===== config.mk =====
export PLATFORM = sky130hd
export DESIGN_NAME = alu_issue_ctrl
export DESIGN_NICKNAME = d
export VERILOG_FILES = /design/src/rtl/alu_issue_ctrl.sv
export SDC_FILE = /design/constraint.sdc
export NUM_CORES = 1
export LEC_CHECK = 0
export ABC_CLOCK_PERIOD_IN_PS = 3590
export CORE_UTILIZATION = 35
export DETAILED_ROUTE_END_ITERATION = 10
export PLACE_DENSITY = 0.81
export SLEW_MARGIN = 40
export SYNTH_ARGS = -nofsm -noshare
export SYNTH_HDL_FRONTEND = slang
export SYNTH_SLANG_ARGS = --single-unit

===== constraint.sdc =====
create_clock -name clk -period 3.59 [get_ports clk]
set_input_delay 0.718 -clock clk [delete_from_list [all_inputs] [get_ports clk]]
set_output_delay 0.718 -clock clk [all_outputs]
set_load 0.05 [all_outputs]

===== src/rtl/alu_issue_ctrl.sv =====
// Issue controller in front of a combinational ALU: decodes one instruction per
// handshake, drives registered ALU operands/select, and returns the captured result.
package alu_issue_pkg;
  typedef enum logic [2:0] {
    ALU_AND  = 3'd0,
    ALU_OR   = 3'd1,
    ALU_ADD  = 3'd2,
    ALU_SUB  = 3'd3,
    ALU_SLT  = 3'd4,
    ALU_SLTU = 3'd5,
    ALU_NOR  = 3'd6
  } alu_oper_type;

  typedef logic [31:0] bus_type;
endpackage

module alu_issue_ctrl
  import alu_issue_pkg::*;
#(
  parameter int WIDTH = 32
) (
  input  logic             clk,
  input  logic             rst_n,
  input  logic             in_valid,
  output logic             in_ready,
  input  logic [5:0]       in_opcode,
  input  logic [5:0]       in_funct,
  input  logic [WIDTH-1:0] in_rs_data,
  input  logic [WIDTH-1:0] in_rt_data,
  input  logic [15:0]      in_imm,
  output logic [WIDTH-1:0] alu_a,
  output logic [WIDTH-1:0] alu_b,
  output alu_oper_type     alu_sel,
  input  logic [WIDTH-1:0] alu_s,
  output logic             out_valid,
  input  logic             out_ready,
  output logic [WIDTH-1:0] out_result,
  output logic             out_zero,
  output logic             out_wb_en,
  output logic             out_illegal,
  output logic [1:0]       dbg_state
);

  // Handshakes: a beat transfers on a rising edge where valid && ready are both
  // high; once raised, out_valid and all out_* hold steady until that transfer.

  typedef enum logic [1:0] {
    IDLE = 2'd0,
    EXEC = 2'd1,
    RESP = 2'd2
  } state_t;

  state_t state, state_next;

  logic             accept;
  logic             dec_legal;
  logic             dec_wb;
  alu_oper_type     dec_sel;
  logic [WIDTH-1:0] dec_b;
  logic [WIDTH-1:0] imm_sx;
  logic [WIDTH-1:0] imm_zx;
  logic             wb_pend;

  assign in_ready  = rst_n && (state == IDLE);
  assign accept    = in_valid && in_ready;
  assign dbg_state = state;
  assign imm_sx    = {{(WIDTH-16){in_imm[15]}}, in_imm};
  assign imm_zx    = {{(WIDTH-16){1'b0}}, in_imm};

  always_comb begin
    dec_legal = 1'b1;
    dec_wb    = 1'b1;
    dec_sel   = ALU_AND;
    dec_b     = in_rt_data;
    case (in_opcode)
      6'h00: begin
        case (in_funct)
          6'h24:        dec_sel = ALU_AND;
          6'h25:        dec_sel = ALU_OR;
          6'h20, 6'h21: dec_sel = ALU_ADD;
          6'h22, 6'h23: dec_sel = ALU_SUB;
          6'h2A:        dec_sel = ALU_SLT;
          6'h2B:        dec_sel = ALU_SLTU;
          6'h27:        dec_sel = ALU_NOR;
          default:      dec_legal = 1'b0;
        endcase
      end
      6'h08, 6'h09: begin
        dec_sel = ALU_ADD;
        dec_b   = imm_sx;
      end
      6'h0A: begin
        dec_sel = ALU_SLT;
        dec_b   = imm_sx;
      end
      // SLTIU sign-extends the immediate but compares unsigned.
      6'h0B: begin
        dec_sel = ALU_SLTU;
        dec_b   = imm_sx;
      end
      6'h0C: begin
        dec_sel = ALU_AND;
        dec_b   = imm_zx;
      end
      6'h0D: begin
        dec_sel = ALU_OR;
        dec_b   = imm_zx;
      end
      6'h04, 6'h05: begin
        dec_sel = ALU_SUB;
        dec_wb  = 1'b0;
      end
      default: dec_legal = 1'b0;
    endcase
  end

  always_comb begin
    state_next = state;
    case (state)
      IDLE:    if (accept) state_next = dec_legal ? EXEC : RESP;
      EXEC:    state_next = RESP;
      RESP:    if (out_ready) state_next = IDLE;
      default: state_next = IDLE;
    endcase
  end

  always_ff @(posedge clk or negedge rst_n) begin
    if (!rst_n) begin
      state       <= IDLE;
      alu_a       <= '0;
      alu_b       <= '0;
      alu_sel     <= ALU_AND;
      wb_pend     <= 1'b0;
      out_valid   <= 1'b0;
      out_result  <= '0;
      out_zero    <= 1'b0;
      out_wb_en   <= 1'b0;
      out_illegal <= 1'b0;
    end else begin
      state <= state_next;
      case (state)
        IDLE: begin
          if (accept && dec_legal) begin
            alu_a   <= in_rs_data;
            alu_b   <= dec_b;
            alu_sel <= dec_sel;
            wb_pend <= dec_wb;
          end else if (accept) begin
            // Illegal beats skip EXEC and leave the ALU operands untouched.
            out_valid   <= 1'b1;
            out_illegal <= 1'b1;
            out_result  <= '0;
            out_zero    <= 1'b0;
            out_wb_en   <= 1'b0;
          end
        end
        EXEC: begin
          out_valid   <= 1'b1;
          out_result  <= alu_s;
          out_zero    <= (alu_s == '0);
          out_wb_en   <= wb_pend;
          out_illegal <= 1'b0;
        end
        RESP: begin
          if (out_ready) out_valid <= 1'b0;
        end
        default: ;
      endcase
    end
  end

endmodule

==> summary.md, run 1 <==
| Metric | Value |
|---|---|
| Tcrit/Tclk final | `roughly 77%` |
| Yosys warnings | `0` |
| RSZ-0062 raised after global routing | `false` |
| Largest net degree at the start of global routing | `between 60 and 70` |
| Tot Pwr | `0.00500 W` |
| CTS Buf Count | `9` |
| Syn Inst Count | `between 300 and 400` |
| Vias in the first global route | `around 3700` |
| Hold_buf cts | `0` |
| R2r setup slk | `~1700 ps` |
| Die area | `13500 um2` |
| Commonest cells after routing, fill and taps aside | `clkdlybuf4s50_1 (232), dfrtp_1 (106), mux2_2 (65)` |
| Finished Core Util | `58.5%` |
| Critical path data arrival time | `2980 ps` |
| First-pass GRT wire length | `between 15 and 20 mm` |
| Hold WC Path Type | `input pin to asynchronous set/reset pin` |
| DR pass1 iterations | `4` |
| Status | `completed` |
| Distinct cells, synth | `38` |
| CTS Sinks | `approximately 110` |
| Initial Util | `a little over a third` |
| DRC | `0` |
| Avg Cell Area, Syn | `about 13 um2` |
| Initial DRC count | `160` |
| Total gr overflow | `0` |
| Post-route ant nets | `0` |
| Clk pin slew, worst setup/hold paths | `70 ps` |
| Final Slew Violations | `0` |
| I/O pin total | `234` |
| Max FO, Critical Path | `38` |
| CTS resizes | `0` |
| Horiz. Die Dim | `around 120 um` |
| Synthesized area | `roughly 4600 um2` |
| Via Count | `between 3000 and 4000` |
| Sequential-to-total area share from yosys stat | `58.3%` |
| Area taken by multi-input logic gates | `roughly 1700 um2` |
| Total Wirelength | `approximately 12 mm` |
| Clk Latency, worst-skew pair | `between 300 and 400 ps` |
| Commonest non-fill, non-tap cell in the layout | `clkdlybuf4s50_1` |
| Row count | `between 40 and 50` |
| Chip height | `around 120 um` |
| Ant diodes | `0` |
| Setup Fix Bufs, Post-CTS | `0` |
| Root Buffer | `clkbuf_16` |
| Worst path required time | `3810 ps` |
| Setup TNS | `0 ps` |
| Post-DR wirelength/cell | `16.5 um` |
| Leak | `approximately 3.2 nW` |
| Yosys reg bits | `106` |
| Min cycle time layout | `between 2000 and 3000 ps` |
| Post-Synth Adder-Cell Area | `0%` |
| Port buffer count | `around 230` |
| Worst R2R End | `alu_a[31]` |
| Slew Limit Headroom | `roughly three fifths` |
| Nets | `about 700` |
| Crit path launch type | `input pin` |
| EDFF count, synth | `0` |
| Xor/xnor cell area share of the yosys netlist | `0%` |
| Share of cells above drive strength 1 | `roughly 17%` |
| Combinational family with the most area after synthesis | `multiplexers` |
| Primary FF master, synth | `dfrtp_1` |
| TritonCTS clock tree | `done` |
| Simple-gate share of the synthesized area | `a little under 6%` |
| Ys async rst share | `100%` |
| Syn_nets | `473` |
| Peak VDD IR | `~420 uV` |
| Via density | `just under 5` |
| RR Startpoint | `dbg_state[0]` |
| Initial antenna violation count | `0` |
| Reg2reg path depth | `4` |
| Worst-Margin Slew | `625 ps` |
| Setup Skew | `about 6.6 ps` |
| Max clock buf depth | `2` |
| Mux contribution to synthesized area | `between 20% and 30%` |
| Core area | `about 13000 um2` |
| Syn-to-layout area delta | `62.9%` |
| Sequential cell area | `between 2000 and 3000 um2` |
| Final hold vios | `0` |
| Placer Congestion | `slightly below 0.8` |
| Kind of critical path | `input pin to register` |
| Critical path endpoint category | `register` |
| # H-tree levels | `3` |
| Fillcell total | `around 1000` |
| Complex-gate fraction of the synthesized area | `a little under an eighth` |
| Final setup fails | `0` |
| Global-route usage over all layers | `a little under a fifth` |
| DP Cell Count | `736` |
| Pwr dens | `roughly 670 nW/um2` |
| Total of max-cap violations | `0` |
| Non-Filler Instances | `roughly 750` |
| Detailed-placement wirelength estimate | `9.38 mm` |
| Max Fclk | `between 300 and 400 MHz` |
registers in the layout, indices dropped and copies added (netlist names), 2 cells and up:
signal and flops:
alu_a 32, alu_b 32, out_result 32, alu_sel 3
dbg_state 2
metrics by stage:
step	worst slack [ps]	instance area (um2)	hold slack, ps
2_1_floorplan	1200	4550	422
3_3_place_gp	533	7060	470
3_5_place_dp	467	7060	482
4_1_cts	819	7410	500
5_1_grt	760	7410	519
6_report	836	7410	492
worst max-delay path, stage by stage:
cell	delay, ps
clkdlybuf4s50_1	480
or3b_1	460
nor3_2	200
a31oi_2	200
nor3_4	260
buf_12	280
mux2_2	370
kinds of logic (layout without fill, tap and decap cells):
logic type | count (synthesis) | after routing
compound gates | 69 | 69
mux | 84 | 84
buf+inv | 41 | 276
simple gates | 45 | 45
flops | 106 | 106
worst max path at each step:
stage	start	to	slack (ps)
global placement	in_opcode[0]	alu_a[2]	530
detailed placement	in_opcode[0]	alu_a[31]	470
finish	in_opcode[0]	alu_a[31]	840
CTS	in_opcode[0]	alu_a[31]	820
floorplan	in_opcode[0]	alu_a[28]	1200
global route	in_opcode[0]	alu_a[5]	760
power by group:
group | switching, W | internal [W]
Sequential | 0.000163 | 0.00149
Clock | 0.000440 | 0.000688
Combinational | 0.00140 | 0.000824
Total | 0.00200 | 0.00300
metal layers:
metal	part of all wire [%]	up-vias	routed length [um]	GRT usage, %
met5	0	-	0	0
li1	-	1711	-	-
met3	8.5	15	1060	5.96
met4	2.0	0	248	7.86
met2	49	173	6080	31.3
met1	41	1756	5040	20.8
final cells by class:
| type | instances | area share (%) |
|---|---|---|
| sequential | 106 | 35.8 |
| timing repair buffer | 240 | 32.5 |
| multi-input combinational | 198 | 23.1 |
| clock buffer | 9 | 3.04 |
| tap | 172 | 2.90 |
| clock inverter | 7 | 1.67 |
| inverter | 20 | 1.01 |
cells in the mapped netlist (all sizes together), types with 2 or more instances:
cell	instances	area, um2
buf	10	75.1
mux2i	16	160
a21o	2	15.0
nor2	8	30.0
dfrtp	106	2650
nor2b	3	18.8
and3	2	12.5
o21ai	4	20.0
a21oi	22	110
a22o	33	289
nand3b	2	15.0
nand3	3	15.0
or2	2	12.5
nor4	8	50.1
mux2	68	766
nor3	5	41.3
clkbuf	11	41.3
inv	20	75.1
nand2	4	15.0
nand2b	3	18.8
(Power assumes the default switching activity.)
==> inputs of run 2 (changes only) <==
Settings changed: ABC_CLOCK_PERIOD_IN_PS 3590 to 2600.
Clock period 3.59 ns to 2.6 ns, I/O delays scaled along.
==> run 2 against run 1 <==
  * Count of clock-buffer cells in the layout increased by 2
  * Utilization increased by 0.91 points
  * Register-to-register slack got worse by 920 ps
  * Largest cell class unchanged
  * Combinational power increased by 40%
  * Sequential power increased by 39%
  * Design area increased by 1.6%
  * Clock skew decreased by 2.0 ps
  * Routed wire length increased by 6.0%
  * Die area unchanged
  * Setup slack got worse by 700 ps
  * Worst hold slack got worse by 420 ps
  * Highest routed layer unchanged
  * Final cell count increased by 1.7%
==> summary.md, run 2 (synthesis gave the netlist of run 1 again) <==
| Metric | Value |
|---|---|
| Via density | `4.91 (+0.94%)` |
| Commonest cells after routing, fill and taps aside | `clkdlybuf4s50_1 (231), dfrtp_1 (106), mux2_2 (65)` |
| First-pass GRT wire length | `19.9 mm (+7.0%)` |
| Final hold vios | `0 (unchanged)` |
| Non-Filler Instances | `765 (+1.7%)` |
| Chip height | `116 um (unchanged)` |
| # H-tree levels | `3 (unchanged)` |
| Worst-Margin Slew | `685 ps (+60.2 ps)` |
| Largest net degree at the start of global routing | `88 (+40%)` |
| DR pass1 iterations | `4 (unchanged)` |
| Final Slew Violations | `0 (unchanged)` |
| Min cycle time layout | `between 2000 and 2500 ps` |
| Max Fclk | `406 MHz` |
| Ant diodes | `0 (unchanged)` |
| TritonCTS clock tree | `done` |
| Setup TNS | `0 ps (unchanged)` |
| CTS Sinks | `106 (unchanged)` |
| Clock power frac | `20.4% (-2.2 points)` |
| R2r setup slk | `770 ps (-920 ps)` |
| Core area | `12700 um2 (unchanged)` |
| Buf+Inv Stages, Crit Path | `4 (+2)` |
| Critical path data arrival time | `2730 ps (-250 ps)` |
| CTS Buf Count | `9 (unchanged)` |
| I/O pin total | `234 (unchanged)` |
| Tcrit/Tclk final | `between 90% and 100%` |
| Crit path launch type | `input pin` |
| Leak | `3.25 nW (+2.3%)` |
| Clk Latency, worst-skew pair | `350 ps (about the same)` |
| Fillcell total | `1032 (-0.19%)` |
| Critical path origin | `in_opcode[0]` |
| Post-DR wirelength/cell | `17.2 um (+4.2%)` |
| Share of cells above drive strength 1 | `18.5% (+2.0 points)` |
| Hold slack | `70.9 ps (-421 ps)` |
| Peak VDD IR | `568 uV (+37%)` |
| Port buffer count | `233 (unchanged)` |
| Max clock buf depth | `2 (unchanged)` |
| Post-route ant nets | `0 (unchanged)` |
| Horiz. Die Dim | `116 um (unchanged)` |
| Hold WC Path Type | `input pin to asynchronous set/reset pin` |
| Clk pin slew, worst setup/hold paths | `70 ps (about the same)` |
| DP Cell Count | `746 (+1.4%)` |
| Total Wirelength | `13.2 mm (+6.0%)` |
| Pwr dens | `899 nW/um2 (+33%)` |
| Slowest CP cell | `or3b_1` |
| Kind of critical path | `input pin to register` |
| Setup Skew | `4.67 ps (-1.96 ps)` |
| DRC | `0 (unchanged)` |
| Commonest non-fill, non-tap cell in the layout | `clkdlybuf4s50_1` |
| Total of max-cap violations | `0 (unchanged)` |
| Finished Core Util | `59.4% (+0.91 points)` |
| Placer Congestion | `0.789 (+1.8%)` |
| Initial antenna violation count | `0 (unchanged)` |
| RSZ-0062 raised after global routing | `false` |
| CP cell instances | `clkdlybuf4s50_1 > or3b_1 > nor3_4 > a31oi_2 > nor3_4 > buf_4 > buf_12 > buf_4 > mux2i_1` |
| Max stage delay on crit path | `460 ps (-20 ps)` |
| Detailed-placement wirelength estimate | `9.77 mm (+4.1%)` |
| CP top delay family | `buffers and inverters` |
| Total gr overflow | `0 (unchanged)` |
| Biggest regs | `alu_a: 32 flops, alu_b: 32 flops, out_result: 32 flops` |
| Initial DRC count | `175 (+9.4%)` |
| Slew Limit Headroom | `54.3% (-4.0 points)` |
| Switching pwr | `0.00276 W (+38%)` |
| Global-route usage over all layers | `19.4% (+1.2 points)` |
| RR Startpoint | `dbg_state[0]` |
| Internal | `0.00401 W (+34%)` |
| Nets | `716 (+1.8%)` |
| Critical path endpoint category | `register` |
| Root Buffer | `clkbuf_16` |
| Switch share | `40.8% (+0.75 points)` |
| Status | `completed` |
| Sequential share of power | `33.8% (+0.8 points)` |
| Vias in the first global route | `3965 (+6.6%)` |
| Die area | `13500 um2 (unchanged)` |
| Max FO, Critical Path | `21 (-45%)` |
| Row count | `41 (unchanged)` |
| Comb pwr share | `45.8% (+1.4 points)` |
| Final setup fails | `0 (unchanged)` |
| Via Count | `3753 (+2.7%)` |
| Syn-to-layout area delta | `65.4%` |
| Initial Util | `35.9% (unchanged)` |
| Worst path required time | `2860 ps (-950 ps)` |
## run 2: cell count changes in the layout (fill, tap and decap cells not counted), sizes merged
| cell | before | now |
|---|---|---|
| buf | 8 | 20 |
| clkinv | 1 | 3 |
| bufinv | 3 | 1 |
| clkdlybuf4s50 | 232 | 231 |
| clkbuf | 9 | 13 |
| inv | 22 | 20 |
## run 2: worst paths after layout
kind / cells past startpoint / end
min reg2reg: 1 / out_zero
max reg2reg: 6 / alu_b[28]
min: 1 / alu_b[22]
min in group clk: 1 / out_zero
max in group asynchronous: 2 / out_result[25]
max: 9 / alu_b[28]
## run 2: power by group through the flow
stage	logic, W	clock network, W	registers [W]
finish	0.00310	0.00138	0.00229
global route	0.00322	0.00150	0.00234
CTS	0.00312	0.00143	0.00229
detailed placement	0.00311	0	0.00232
global placement	0.00307	0	0.00229
floorplan	0.000472	0	0.00370
## run 2: area by class of cell
| type | count | area, um2 | share of cell area (%) |
|---|---|---|---|
| well taps | 172 | 215 | 2.86 |
| clock buffers | 11 | 253 | 3.36 |
| inverters | 20 | 75.1 | 0.997 |
| multi-input cells | 198 | 1720 | 22.8 |
| clock inverters | 5 | 52.6 | 0.698 |
| flip-flops and latches | 106 | 2650 | 35.2 |
| repair buffers | 253 | 2560 | 34.1 |
## run 2: per-layer routing
layer  track usage [%]  part of all wire (%)
met1              21.9                    40
met2              34.1                    50
met3              6.49                   8.6
met4              7.18                   1.7
met5                 0                     0
## run 2: repair_timing
action                     4_1_cts  5_1_grt
setup endpoints to repair        0        3
buffers inserted                 0        2
gates resized for setup          0        1
hold buffers                     0        0
## run 2: stage by stage
stage | worst slack, ps | total power [W] | area [um2]
floorplan | 409 | 0.00417 | 4550
global placement | -139 | 0.00536 | 7170
detailed placement | -238 | 0.00542 | 7170
CTS | 97.8 | 0.00683 | 7480
global route | 14.3 | 0.00706 | 7530
finish | 134 | 0.00677 | 7530
==> inputs of run 3 (changes only) <==
Settings changed: CAP_MARGIN set to 20, CORE_MARGIN set to 4, CTS_CLUSTER_SIZE set to 14.
==> run 3 against run 2 <==
  * Worst hold slack lost 51 ps
  * Clock skew rose by 1.9 ps
  * Non-clock buffer count did not move
  * Clock power hardly changed
  * Total power is 0.19% higher
  * Combinational power barely moved
  * Utilization down 0.14 points
==> summary.md, run 3 (synthesis gave the netlist of run 1 again) <==
| Metric | Value |
|---|---|
| Sequential share of power | `33.7% (about the same)` |
| Comb pwr share | `45.9% (about the same)` |
| Max FO, Critical Path | `22 (+4.8%)` |
| Final hold vios | `0 (unchanged)` |
| Switch share | `41.5% (+0.77 points)` |
| Via Count | `3764 (+0.29%)` |
| Initial Util | `35.9% (unchanged)` |
| Biggest regs | `alu_a: 32 flops, alu_b: 32 flops, out_result: 32 flops` |
| Via density | `4.92 (+0.29%)` |
| DP Area | `7160 um2 (-0.23%)` |
| Slowest CP cell | `clkdlybuf4s50_1` |
| DRC | `0 (unchanged)` |
| Critical path data arrival time | `2770 ps (+40 ps)` |
| Pwr dens | `903 nW/um2 (+0.42%)` |
| Total Wirelength | `13.7 mm (+4.2%)` |
| Worst path required time | `2840 ps (-20 ps)` |
| Setup Skew | `6.56 ps (+1.89 ps)` |
| Die area | `14900 um2 (+11%)` |
| Critical path endpoint category | `register` |
| Global-route usage over all layers | `18.3% (-1.2 points)` |
| Ant diodes | `0 (unchanged)` |
| Max stage delay on crit path | `470 ps (about the same)` |
| Kind of critical path | `input pin to register` |
| Row count | `41 (unchanged)` |
| CTS Buf Count | `9 (unchanged)` |
| Syn-to-layout area delta | `65.0%` |
| CTS Sinks | `106 (unchanged)` |
| Largest net degree at the start of global routing | `56 (-36%)` |
| Status | `completed` |
| Final instance area | `7510 um2 (-0.23%)` |
| Internal | `0.00396 W (-1.1%)` |
| First-pass GRT wire length | `21.0 mm (+5.7%)` |
| Post-route ant nets | `0 (unchanged)` |
| Chip height | `122 um (+5.2%)` |
| Max clock buf depth | `2 (unchanged)` |
| Worst-Margin Slew | `688 ps (+3.29 ps)` |
| Clk Latency, worst-skew pair | `350 ps (about the same)` |
| Horiz. Die Dim | `122 um (+5.2%)` |
| Final Slew Violations | `0 (unchanged)` |
| Max Fclk | `395 MHz (-2.7%)` |
| Nets | `716 (unchanged)` |
| Hold slack | `20.4 ps (-50.5 ps)` |
| Vias in the first global route | `4020 (+1.4%)` |
| Root Buffer | `clkbuf_16` |
| Total of max-cap violations | `0 (unchanged)` |
| Initial antenna violation count | `0 (unchanged)` |
| Clock power frac | `20.3% (about the same)` |
| Setup TNS | `0 ps (unchanged)` |
| Slew Limit Headroom | `54.1% (-0.22 points)` |
| Switching pwr | `0.00282 W (+2.1%)` |
| Fillcell total | `1050 (+1.7%)` |
| Hold_buf cts | `0 (unchanged)` |
| DR pass1 iterations | `4 (unchanged)` |
| Detailed-placement wirelength estimate | `10.4 mm (+6.2%)` |
| Crit path launch type | `input pin` |
| Port buffer count | `233 (unchanged)` |
| I/O pin total | `234 (unchanged)` |
| Leak | `3.24 nW (-0.33%)` |
| Commonest cells after routing, fill and taps aside | `clkdlybuf4s50_1 (231), dfrtp_1 (106), mux2_2 (65)` |
| # H-tree levels | `3 (unchanged)` |
| Peak VDD IR | `533 uV (-6.2%)` |
| Post-DR wirelength/cell | `17.9 um (+4.2%)` |
| Tcrit/Tclk final | `97.5% (+2.6 points)` |
| Total gr overflow | `0 (unchanged)` |
| CP cell instances | `clkdlybuf4s50_1 > or3b_4 > nor3_4 > a31oi_2 > nor3_4 > buf_4 > clkbuf_16 > mux2_2` |
| Final setup fails | `0 (unchanged)` |
| Commonest non-fill, non-tap cell in the layout | `clkdlybuf4s50_1` |
| Placer Congestion | `0.782 (-0.90%)` |
| Hold WC Path Type | `input pin to asynchronous set/reset pin` |
| Clk pin slew, worst setup/hold paths | `70 ps (about the same)` |
| Reg2reg path depth | `5 (-1)` |
| Initial DRC count | `183 (+4.6%)` |
| Most frequent CP cell | `nor3_4` |
| TritonCTS clock tree | `done` |
| Core area | `12700 um2 (unchanged)` |
| Share of cells above drive strength 1 | `18.7% (+0.17 points)` |
| Min cycle time layout | `2530 ps (+68.3 ps)` |
-- run 3: changes by cell type in the layout (fill, tap and decap cells not counted), sizes merged --
| cell | change |
|---|---|
| buf | +1 |
| clkinv | -1 |
| clkinvlp | +2 |
| inv | +1 |
| clkbuf | -3 |
-- run 3: stage by stage --
step                worst slack [ps]  std cells  util [%]  power, W
floorplan                        409        345         -   0.00417
global placement                -158        746      56.5   0.00538
detailed placement              -267        746      56.5   0.00544
CTS                              112        762      58.9   0.00686
global route                   -3.16        765      59.3   0.00708
finish                          65.9        765      59.3   0.00678
-- run 3: layer usage --
layer  share of wire, %  global-route usage (%)
met1                 38                    20.5
met2                 49                    30.7
met3                 10                    6.73
met4                2.8                    9.03
met5                  0                       0
-- run 3: worst max-delay path: cells and delay by family --
family | cells | cell delay (ps)
AOI/OAI and AO/OA | 1 | 170
buffers and inverters | 3 | 840
muxes | 1 | 350
and+or+nand+nor | 3 | 880
-- run 3: area by class of cell --
cell class / count / area (um2) / share of cell area (%)
inverters: 20 / 75.1 / 1.00
clock inverters: 7 / 78.8 / 1.05
repair buffers: 253 / 2540 / 33.9
flip-flops and latches: 106 / 2650 / 35.3
clock buffers: 9 / 225 / 3.00
well taps: 172 / 215 / 2.87
multi-input cells: 198 / 1720 / 22.9
-- run 3: what timing repair did --
item | 4_1_cts | 5_1_grt
hold endpoints to repair | 0 | 0
gates resized for setup | 0 | 2
endpoints found under the setup margin | 0 | 1
buffers inserted | 0 | 2
-- run 3: final timing paths --
path / from / to / slack (ps)
max in group asynchronous: rst_n / alu_a[1] / 1120
worst min register to register: out_zero / out_zero / 480
worst max register to register: dbg_state[0] / alu_a[11] / 710
worst max-delay path: in_opcode[0] / alu_a[11] / 70
min in group clk: out_zero / out_zero / 480
worst min-delay path: rst_n / dbg_state[0] / 20
-- run 3: power groups by stage --
stage	sequential, W	clock [W]	combinational (W)
3_3_place_gp	0.00229	0	0.00308
2_1_floorplan	0.00370	0	0.000472
5_1_grt	0.00234	0.00150	0.00324
3_5_place_dp	0.00231	0	0.00313
6_report	0.00229	0.00138	0.00311
4_1_cts	0.00229	0.00142	0.00314
